--- src/rtl/sdpram_asym_sc.sv ---
// sdpram_asym_sc: single-clock simple dual-port RAM with a wide write port A
// and a narrow read port B. Lane k of wide word W is narrow word W*RATIO+k.
// Collisions follow WRITE_MODE. Read latency is 1 or 2 cycles with a valid
// strobe. An optional sequencer zeroes the array after reset.
module sdpram_asym_sc #(
  parameter int ADDR_WIDTH     = 5,
  parameter int DATA_WIDTH_R   = 32,
  parameter int DATA_WIDTH_W   = 64,
  parameter int READ_LATENCY   = 1,
  parameter     WRITE_MODE     = "READ_FIRST",
  parameter bit CLEAR_ON_RESET = 1'b1
) (
  input  logic                                                         clk,
  input  logic                                                         rst,
  input  logic                                                         ena,
  input  logic [DATA_WIDTH_W/DATA_WIDTH_R-1:0]                         wea,
  input  logic [ADDR_WIDTH-$clog2(DATA_WIDTH_W/DATA_WIDTH_R)-1:0]      addra,
  input  logic [DATA_WIDTH_W-1:0]                                      dina,
  input  logic                                                         enb,
  input  logic [ADDR_WIDTH-1:0]                                        addrb,
  output logic [DATA_WIDTH_R-1:0]                                      doutb,
  output logic                                                         doutb_valid,
  output logic                                                         init_busy
);

  localparam int RATIO        = DATA_WIDTH_W / DATA_WIDTH_R;
  localparam int LR           = $clog2(RATIO);
  localparam int LRW          = (LR > 0) ? LR : 1;
  localparam int ADDR_WIDTH_W = ADDR_WIDTH - LR;
  localparam int DEPTH        = 2 ** ADDR_WIDTH;
  localparam bit MODE_WF      = (WRITE_MODE == "WRITE_FIRST");
  localparam bit MODE_NC      = (WRITE_MODE == "NO_CHANGE");

  typedef enum logic {
    S_CLEAR,
    S_READY
  } state_t;

  state_t                    state_q;
  state_t                    state_d;
  logic [ADDR_WIDTH_W-1:0]   clr_cnt;
  logic                      clr_we;

  logic [DATA_WIDTH_R-1:0]   mem [DEPTH];

  logic                      wr_acc;
  logic                      rd_acc;
  logic [ADDR_WIDTH_W-1:0]   rd_word;
  logic [LRW-1:0]            rd_lane;
  logic                      lane_hit;
  logic [DATA_WIDTH_R-1:0]   wr_lane_data;
  logic                      collision;
  logic                      drop_read;

  logic [DATA_WIDTH_R-1:0]   dout1;
  logic                      valid1;

  assign init_busy = (state_q == S_CLEAR);

  // Ports are ignored while clearing and on the reset edge itself
  assign wr_acc  = ena & ~init_busy & ~rst;
  assign rd_acc  = enb & ~init_busy & ~rst;
  assign rd_word = addrb[ADDR_WIDTH-1:LR];
  assign rd_lane = LRW'(addrb & ADDR_WIDTH'(RATIO - 1));

  // Clear sequencer next-state: walk every wide word once, then go ready
  always_comb begin
    state_d = state_q;
    clr_we  = 1'b0;
    case (state_q)
      S_CLEAR: begin
        clr_we = 1'b1;
        if (clr_cnt == {ADDR_WIDTH_W{1'b1}}) begin
          state_d = S_READY;
        end
      end
      S_READY: begin
        state_d = S_READY;
      end
      default: begin
        state_d = S_READY;
      end
    endcase
  end

  // State register and clear counter; reset restarts the sweep from word 0
  always_ff @(posedge clk) begin
    if (rst) begin
      state_q <= CLEAR_ON_RESET ? S_CLEAR : S_READY;
      clr_cnt <= '0;
    end else begin
      state_q <= state_d;
      if (clr_we) begin
        clr_cnt <= clr_cnt + 1'b1;
      end
    end
  end

  // Pick out the write lane that lands on the read address, and its enable
  always_comb begin
    lane_hit     = 1'b0;
    wr_lane_data = '0;
    for (int k = 0; k < RATIO; k++) begin
      if (rd_lane == LRW'(k)) begin
        lane_hit     = wea[k];
        wr_lane_data = dina[k*DATA_WIDTH_R +: DATA_WIDTH_R];
      end
    end
  end

  assign collision = wr_acc & rd_acc & (addra == rd_word) & lane_hit;
  assign drop_read = collision & MODE_NC;

  // Array write: the clear sweep zeroes whole wide words, otherwise per-lane writes
  always_ff @(posedge clk) begin
    if (clr_we && !rst) begin
      for (int k = 0; k < RATIO; k++) begin
        mem[ADDR_WIDTH'((int'(clr_cnt) << LR) + k)] <= '0;
      end
    end else if (wr_acc) begin
      for (int k = 0; k < RATIO; k++) begin
        if (wea[k]) begin
          mem[ADDR_WIDTH'((int'(addra) << LR) + k)] <= dina[k*DATA_WIDTH_R +: DATA_WIDTH_R];
        end
      end
    end
  end

  // First read stage: registered memory output, holds when no result arrives
  always_ff @(posedge clk) begin
    if (rst) begin
      dout1  <= '0;
      valid1 <= 1'b0;
    end else begin
      valid1 <= rd_acc & ~drop_read;
      if (rd_acc && !drop_read) begin
        dout1 <= (collision && MODE_WF) ? wr_lane_data : mem[addrb];
      end
    end
  end

  generate
    if (READ_LATENCY == 2) begin : g_lat2
      logic [DATA_WIDTH_R-1:0] dout2;
      logic                    valid2;

      // Optional output register, advances only on a valid first-stage result
      always_ff @(posedge clk) begin
        if (rst) begin
          dout2  <= '0;
          valid2 <= 1'b0;
        end else begin
          valid2 <= valid1;
          if (valid1) begin
            dout2 <= dout1;
          end
        end
      end

      assign doutb       = dout2;
      assign doutb_valid = valid2;
    end else begin : g_lat1
      assign doutb       = dout1;
      assign doutb_valid = valid1;
    end
  endgenerate

endmodule

--- config.mk ---
export PLATFORM = sky130hd
export DESIGN_NAME = sdpram_asym_sc
export DESIGN_NICKNAME = d
export VERILOG_FILES = /design/src/rtl/sdpram_asym_sc.sv
export SDC_FILE = /design/constraint.sdc
export NUM_CORES = 1
export LEC_CHECK = 0
export CAP_MARGIN = 10
export CORE_ASPECT_RATIO = 0.9
export CORE_MARGIN = 2
export CORE_UTILIZATION = 65
export CTS_BUF_LIST = sky130_fd_sc_hd__clkbuf_4 sky130_fd_sc_hd__clkbuf_8
export CTS_CLUSTER_DIAMETER = 50
export DETAILED_ROUTE_END_ITERATION = 16
export DONT_BUFFER_PORTS = 1
export PLACE_DENSITY = 0.82
export SYNTH_ARGS = -nofsm -noshare
export SYNTH_HDL_FRONTEND = slang
export SYNTH_SLANG_ARGS = --single-unit
--- constraint.sdc ---
create_clock -name clk -period 4.95 [get_ports clk]
set_input_delay 0.99 -clock clk [delete_from_list [all_inputs] [get_ports clk]]
set_output_delay 0.99 -clock clk [all_outputs]
set_load 0.03 [all_outputs]
## Word level (Yosys, flattened, before mapping)

Memories as Yosys holds them, arrays and structs flattened. A register that Yosys moved wholly into a read port is not among the register bits.
Index checks and enable logic that the tools add are counted.

| word-level totals | value |
|---|---|
| logic and storage cells | 37 |
| register bits | 6 |
| input bits | 79 |
| output and inout bits | 34 |
| memories | 1 |
| memory bits (writable) | 1,024 |

Memories:

| memory | words | bits a word | rd ports | clocked after Yosys merged registers in | wr ports | RTL line | RTL |
|---|---|---|---|---|---|---|---|
| mem | 32 | 32 | 1 | 1 | 2 | 44 | `logic [DATA_WIDTH_R-1:0] mem [DEPTH];` |

| cells by class | value |
|---|---|
| equality and inequality tests | 1 |
| add/subtract/negate cells | 3 |
| bitwise gates (word level) | 6 |
| reductions and logical operators | 4 |
| mux-type cells | 19 |

Operators with widths:

| cell | number |
|---|---|
| $mux W32 | 2 |
| $reduce_or A32 Y1 | 2 |
| $mux W1 | 14 |
| $add A5 B1 Y5 const B | 2 |
| $mux W5 | 2 |
| $add A4 B1 Y4 const B | 1 |
| $and A1 B1 Y1 | 4 |
| $eq A4 B4 Y1 const B | 1 |
| $not A1 Y1 | 2 |
| $pmux W1 S2 | 1 |
| $logic_and A1 B1 Y1 | 1 |
| $logic_not A1 Y1 | 1 |

## Depth between registers and ports, before layout

Gate-level depths: netlist of the first run.

| logic depth | value |
|---|---|
| word-level depth | 7 |
| depth in mapped cells | 10 |

## Least setup slack after synthesis of the first run

OpenSTA, ideal clock, no wires.

| path | value |
|---|---|
| kind | input to register |
| start point | in wea[0] |
| end point | mem mem[6][0], enable pin |
| data arrival time | 3.172 ns |
| cell stages on the path | 5 |
| setup slack | 1.357 ns |
| library setup time | 0.421 ns |
| data required time | 4.529 ns |
| buffers on the path | 1 |
| cells stage by stage | nand3_1 > nor2_1 > clkbuf_1 > a31oi_1 > nor2_1 |

RTL lines:

| item | RTL line | RTL |
|---|---|---|
| start: declaration | 16 | `input logic [DATA_WIDTH_W/DATA_WIDTH_R-1:0] wea,` |
| end: declaration | 44 |  |

==> metrics.cfg, run 1 <==
[worst_setup_path]
crit_family=simple AND/OR/NAND/NOR gates
worstSetupEndpointType=flip-flop
critPathKind=flip-flop to flip-flop
worst_ep_required_time_ps=5370
path_cells=nand3_1, nor2_4, mux2i_1, nand2_1, nor2_4
ff2ff_path_depth=5
slowest_stage=nor2_4
crit_top_cell=nor2_4
critPathMaxStageDelay_ps=1070
worst-path-buf-inv=0
path_depth=5
startpoint_type=flip-flop
critPathArrivalTime_ps=4150
rrSetupSlack_ps=1210
cp_max_fo=32

[routing]
wire_per_inst_um=32.5
drtIter0Drc=3287
route.detailed.drc=0
drt-pass1-iter-count=5
via_per_inst=6.89
via_count=22245
final_antenna_net_count=0
routed_wl_um=105000

[die]
die-area_mm2=0.0661
coreArea_mm2=0.0638
ios=113
initial_core_util_pct=65.4
rows=88
die_h_um=244
dieWidth_um=271

[pwr]
p_leak_nw=17.1
internal_power_mw=13.8
comb_power_share_pct=3.2
pwr-share-seq_pct=56.2
irDropWorstVdd_uv=288
switching_share_pct=21.2
powerDensity_mw_per_mm2=383
p_sw_mw=3.71
p_clk_share_pct=40.7

[timing]
layout_setup_ws_ps=1210
worst_slew_pin_slew_ps=1560
finalClockSkew_ps=33.5
min_period_ps=3740
tns_ps=0
period_share_pct=75.5
rsz0062_at_grt=no
setup_violations=0
report.final.slew_viol_count=80
final_hold_viol_count=0
fmax_mhz=268
max-slew-margin-rel_pct=-3.76

[cts]
cts_tree=done
cts_sinks=1062
ctsRootBufferMaster=clkbuf_8
cts_buffers=160
clk_path_buf_depth=3
cts.clk_slew.worst_paths_ps=60
worstSkewPairLatency_ps=830
cts_resized=0
cts_setup_buffers=0
htree_levels=4
cts_hold_buf=0

[global_routing]
grt_util_all_layers_pct=32.3
grt_max_degree=385
grt_pass1_vias=22837
antenna_found_initial=6
grt_pass1_wl_um=152000
grt-ovfl-total=0

[placed_design]
preCtsSetupSlack_ps=1110
placedCellCount=2930
place_area_mm2=0.0426
place_hpwl_um=59400
routabilityCongestion=0.907
io_buffer_count=0

[cells_and_area]
drive_above_1_share_pct=22.3
mostFrequentLayoutCells=edfxtp_1, mux2i_1, clkbuf_8
layout_commonest_cell=edfxtp_1
fin_cells=3230
finish.utilization_pct=71.8
layout.nets=2319
stdcell_area_mm2=0.0458
areaGrowthSynthToFinish_pct=9.92

[synthesis]
synth_area_leader_cell=edfxtp_1
syn-num-nets=2242
synth_area_mm2=0.0417
synth.distinct_cells=42
seq_area_frac_synth_pct=75.6
synthCells=2162
yosys.area.top_type_share_pct=73.8
ys_top_cells_by_area=edfxtp_1, mux4_2, mux2i_1
avgSynthCellArea_um2=19.3
yosysWarnings=0
ys_seq_elements=1062

[hold_path]
hp-class=input pin to flip-flop
min_delay_path_depth=1

[status]
status=finished, violations left
violations=slew limit

[job]
maxCapViolCount=0

==> layer usage <==
| layer | global-route usage (%) | vias up | wire, um |
|---|---|---|---|
| met5 | 0 | - | 0 |
| met4 | 15.7 | 0 | 5290 |
| met3 | 7.18 | 336 | 12000 |
| met2 | 50.6 | 1688 | 49800 |
| met1 | 43.7 | 11276 | 38000 |
| li1 | - | 8945 | - |
==> state kept, by name, indices dropped and copies added, names as in the netlist <==
name,count
mem,1024
doutb,32
clr_cnt,4
doutb_valid,1
state_q,1
==> synth_stat cells (all sizes together) <==
| cell | instances |
|---|---|
| nand4b | 1 |
| buf | 78 |
| nor3b | 1 |
| nor2 | 44 |
| a22o | 31 |
| a211oi | 6 |
| o31ai | 1 |
| a22oi | 90 |
| a32o | 1 |
| nand2 | 102 |
| edfxtp | 1024 |
| dfxtp | 38 |
| nor3 | 1 |
| clkbuf | 50 |
| o21ai | 4 |
| mux2 | 34 |
| ha | 1 |
| a221oi | 31 |
| nor2b | 11 |
| o41ai | 6 |
| xor2 | 2 |
| mux2i | 285 |
| a31oi | 2 |
| a21o | 2 |
| nand3 | 56 |
| o22a | 1 |
| nand4 | 3 |
| nand2b | 5 |
| mux4 | 128 |
| a21oi | 50 |
| xnor2 | 1 |
| o22ai | 1 |
| and2 | 65 |
| inv | 3 |
| o31a | 1 |
| nand3b | 2 |
==> power groups by stage <==
| stage | Combinational, mW | Sequential (mW) | Clock, mW |
|---|---|---|---|
| after floorplan | 0.500 | 10.0 | 0 |
| after global placement | 0.508 | 10.0 | 0 |
| after detailed placement | 0.524 | 10.0 | 0 |
| after CTS | 0.527 | 9.85 | 7.12 |
| after global routing | 0.561 | 9.85 | 7.49 |
| final | 0.553 | 9.85 | 7.13 |
==> per-stage QoR <==
stage	total power, mW	hold WS (ps)
global route	17.9	228
CTS	17.5	205
global placement	10.5	583
finish	17.5	247
detailed placement	10.6	619
floorplan	10.5	556
==> kinds of logic after synthesis <==
logic type      count (synthesis)  share of synthesized area, %
xor+xnor                        3                        0.0631
flops                        1062                          75.6
buf+inv                       131                          1.94
mux                           447                          14.7
compound gates                227                          4.32
simple gates                  291                          3.34
fa+ha+maj                       1                        0.0300
==> final timing paths <==
| kind | from | end |
|---|---|---|
| hold / removal | rst | clr_cnt[3] |
| setup reg to reg | state_q | mem[2][12] |
| setup / recovery | state_q | mem[2][12] |
| hold reg to reg | clr_cnt[0] | clr_cnt[0] |
==> layout make-up <==
class | instances | area [um^2]
timing repair buffer | 43 | 363
fill | 3544 | 17900
antenna | 6 | 15.0
sequential | 1062 | 31500
inverter | 3 | 11.3
clock inverter | 65 | 380
multi-input combinational | 969 | 9650
tap | 855 | 1070
clock buffer | 227 | 2800
Power figures use the tool's default switching activity.
==> run 2, diff against run 1 <==
- clock period: 4.95 -> 3.7 ns (I/O delays scaled with it)
==> run 2 against run 1 <==
  * The flow now finishes without violations
  * Fmax is 18% higher
  * Final cell count is 0.34% higher
  * Critical path depth is 2 higher
  * Combinational power is 33% higher
  * Clock skew hardly changed
  * Non-clock buffer count is 18 higher
  * Critical path type unchanged
  * Setup slack worse by 690 ps
  * First-iteration DRC count is 22% lower
  * Sequential share of layout area is 0.45 points lower
  * Hold slack worse by 110 ps
  * Largest power group unchanged
  * Die area stayed put
  * Highest routed layer is now met5
==> metrics.cfg, run 2 (synthesized netlist as in run 1, its figures left out) <==
[timing]
min_period_ps=3180  ; -560 ps
fmax_mhz=315  ; +18%
max-slew-margin-rel_pct=1.38  ; +5.1 points
worst_slew_pin_slew_ps=1480  ; -77.1 ps
final_hold_viol_count=0  ; unchanged
finalClockSkew_ps=33.1  ; -0.393 ps
report.final.slew_viol_count=0  ; -100%
period_share_pct=85.9  ; +10 points
setup_violations=0  ; unchanged
tns_ps=0  ; unchanged
rsz0062_at_grt=no
layout_setup_ws_ps=523  ; -690 ps
hold_slack_ps=140  ; -107 ps

[worst_setup_path]
cp_max_fo=22  ; -31%
startpoint_type=flip-flop
critPathKind=flip-flop to flip-flop
path_cells=nand3_1, nor2_4, buf_4, nor3b_1, a31oi_1, nor2_4, buf_4
critPathMaxStageDelay_ps=720  ; -350 ps
critPathArrivalTime_ps=3730  ; -420 ps
worstSetupEndpointType=flip-flop
slowest_stage=a31oi_1
worst_ep_required_time_ps=4250  ; -1120 ps

[cts]
cts_setup_buffers=0  ; unchanged
worstSkewPairLatency_ps=820  ; about the same
htree_levels=4  ; unchanged
cts_sinks=1062  ; unchanged
cts_tree=done
clk_path_buf_depth=3  ; unchanged
cts_buffers=158  ; -1.3%
cts_resized=0  ; unchanged
ctsRootBufferMaster=clkbuf_8
cts.clk_slew.worst_paths_ps=60  ; about the same

[routing]
drt-pass1-iter-count=5  ; unchanged
route.detailed.drc=0  ; unchanged
drtIter0Drc=2575  ; -22%
via_count=21791  ; -2.0%
wire_per_inst_um=30.6  ; -6.0%
via_per_inst=6.72  ; -2.4%
final_antenna_net_count=0  ; unchanged
routed_wl_um=99100  ; -5.7%

[global_routing]
grt_max_degree=385  ; unchanged
antenna_found_initial=5  ; -1
grt_pass1_wl_um=145000  ; -4.4%
grt_util_all_layers_pct=30.5  ; -1.8 points
grt-ovfl-total=0  ; unchanged
grt_pass1_vias=22322  ; -2.3%

[cells_and_area]
fin_cells=3241  ; +0.34%
layout.nets=2335  ; +0.69%
areaGrowthSynthToFinish_pct=10.6
largest_reg_flops=1024  ; unchanged
top_register=mem
layout_commonest_cell=edfxtp_1
mostFrequentLayoutCells=edfxtp_1, mux2i_1, clkbuf_8
drive_above_1_share_pct=23.1  ; +0.78 points

[placed_design]
place_hpwl_um=56100  ; -5.6%
io_buffer_count=0  ; unchanged
routabilityCongestion=0.858  ; -5.4%
preCtsSetupSlack_ps=384  ; -727 ps
placedCellCount=2948  ; +0.61%

[status]
status=complete, no violations

[die]
die_h_um=244  ; unchanged
die-area_mm2=0.0661  ; unchanged
coreArea_mm2=0.0638  ; unchanged
rows=88  ; unchanged
ios=113  ; unchanged
dieWidth_um=271  ; unchanged
initial_core_util_pct=65.4  ; unchanged

[pwr]
p_leak_nw=17.2  ; +0.75%
irDropWorstVdd_uv=426  ; +48%
p_total_mw=23.3  ; +33%
powerDensity_mw_per_mm2=506  ; +32%

[hold_path]
hp-class=input pin to flip-flop

[job]
maxCapViolCount=0  ; unchanged

run 2: cell count changes in the layout (fill, tap and decap cells not counted), moves of 2 or more:
cell / delta
clkinv_1: -8
clkbuf_4: +15
diode_2: -4
buf_12: +17
inv_6: +2
bufinv_16: -2
clkinv_2: -10
buf_4: +2
run 2: worst paths after layout:
kind                endpoint  cells past startpoint  slack [ps]        from
hold / removal     doutb[27]                      2         140    addrb[4]
setup / recovery   mem[4][7]                      7         520     state_q
setup reg to reg   mem[4][7]                      7         520     state_q
hold reg to reg   clr_cnt[0]                      2         610  clr_cnt[0]
run 2: area by class of cell:
| cell class | count | area (um^2) |
|---|---|---|
| multi-input cells | 969 | 9650 |
| clock buffers | 242 | 2910 |
| fillers | 3531 | 17600 |
| flip-flops and latches | 1062 | 31500 |
| well taps | 855 | 1070 |
| diodes | 2 | 5.00 |
| repair buffers | 61 | 686 |
| clock inverters | 47 | 255 |
| inverters | 3 | 11.3 |
run 2: worst max-delay path, delay by kind of cell, from the launching register on:
kind                   cells  cell delay [ps]
buffers and inverters      2              610
AND/OR/NAND/NOR            4              970
flip-flops                 1              610
AO/OA/AOI/OAI              1              720
run 2: layer usage:
layer  vias up  GRT usage, %  routed length [um]
li1       8973             -                   -
met4         4          12.1                3300
met5         -             0                  22
met1     11128          41.5               36400
met3       244          6.52               10600
met2      1442          49.0               48800
run 2: what timing repair did:
item / in CTS / in global routing
hold buffers: 1 / 0
endpoints found under the hold margin: 5 / 0
endpoints found under the setup margin: 0 / 0
run 2: stage by stage:
stage | util [%] | instance area [um^2]
finish | 72.3 | 46100
global route | 72.3 | 46100
CTS | 72.3 | 46100
detailed placement | 67.3 | 42900
global placement | 67.3 | 42900
floorplan | - | 41700
run 2: power breakdown:
part	leakage (nW)	switching (mW)	internal (mW)
combinational	4.22	0.409	0.326
clock	1.68	4.40	5.03
sequential	11.3	0.0360	13.1
total	17.2	4.85	18.5
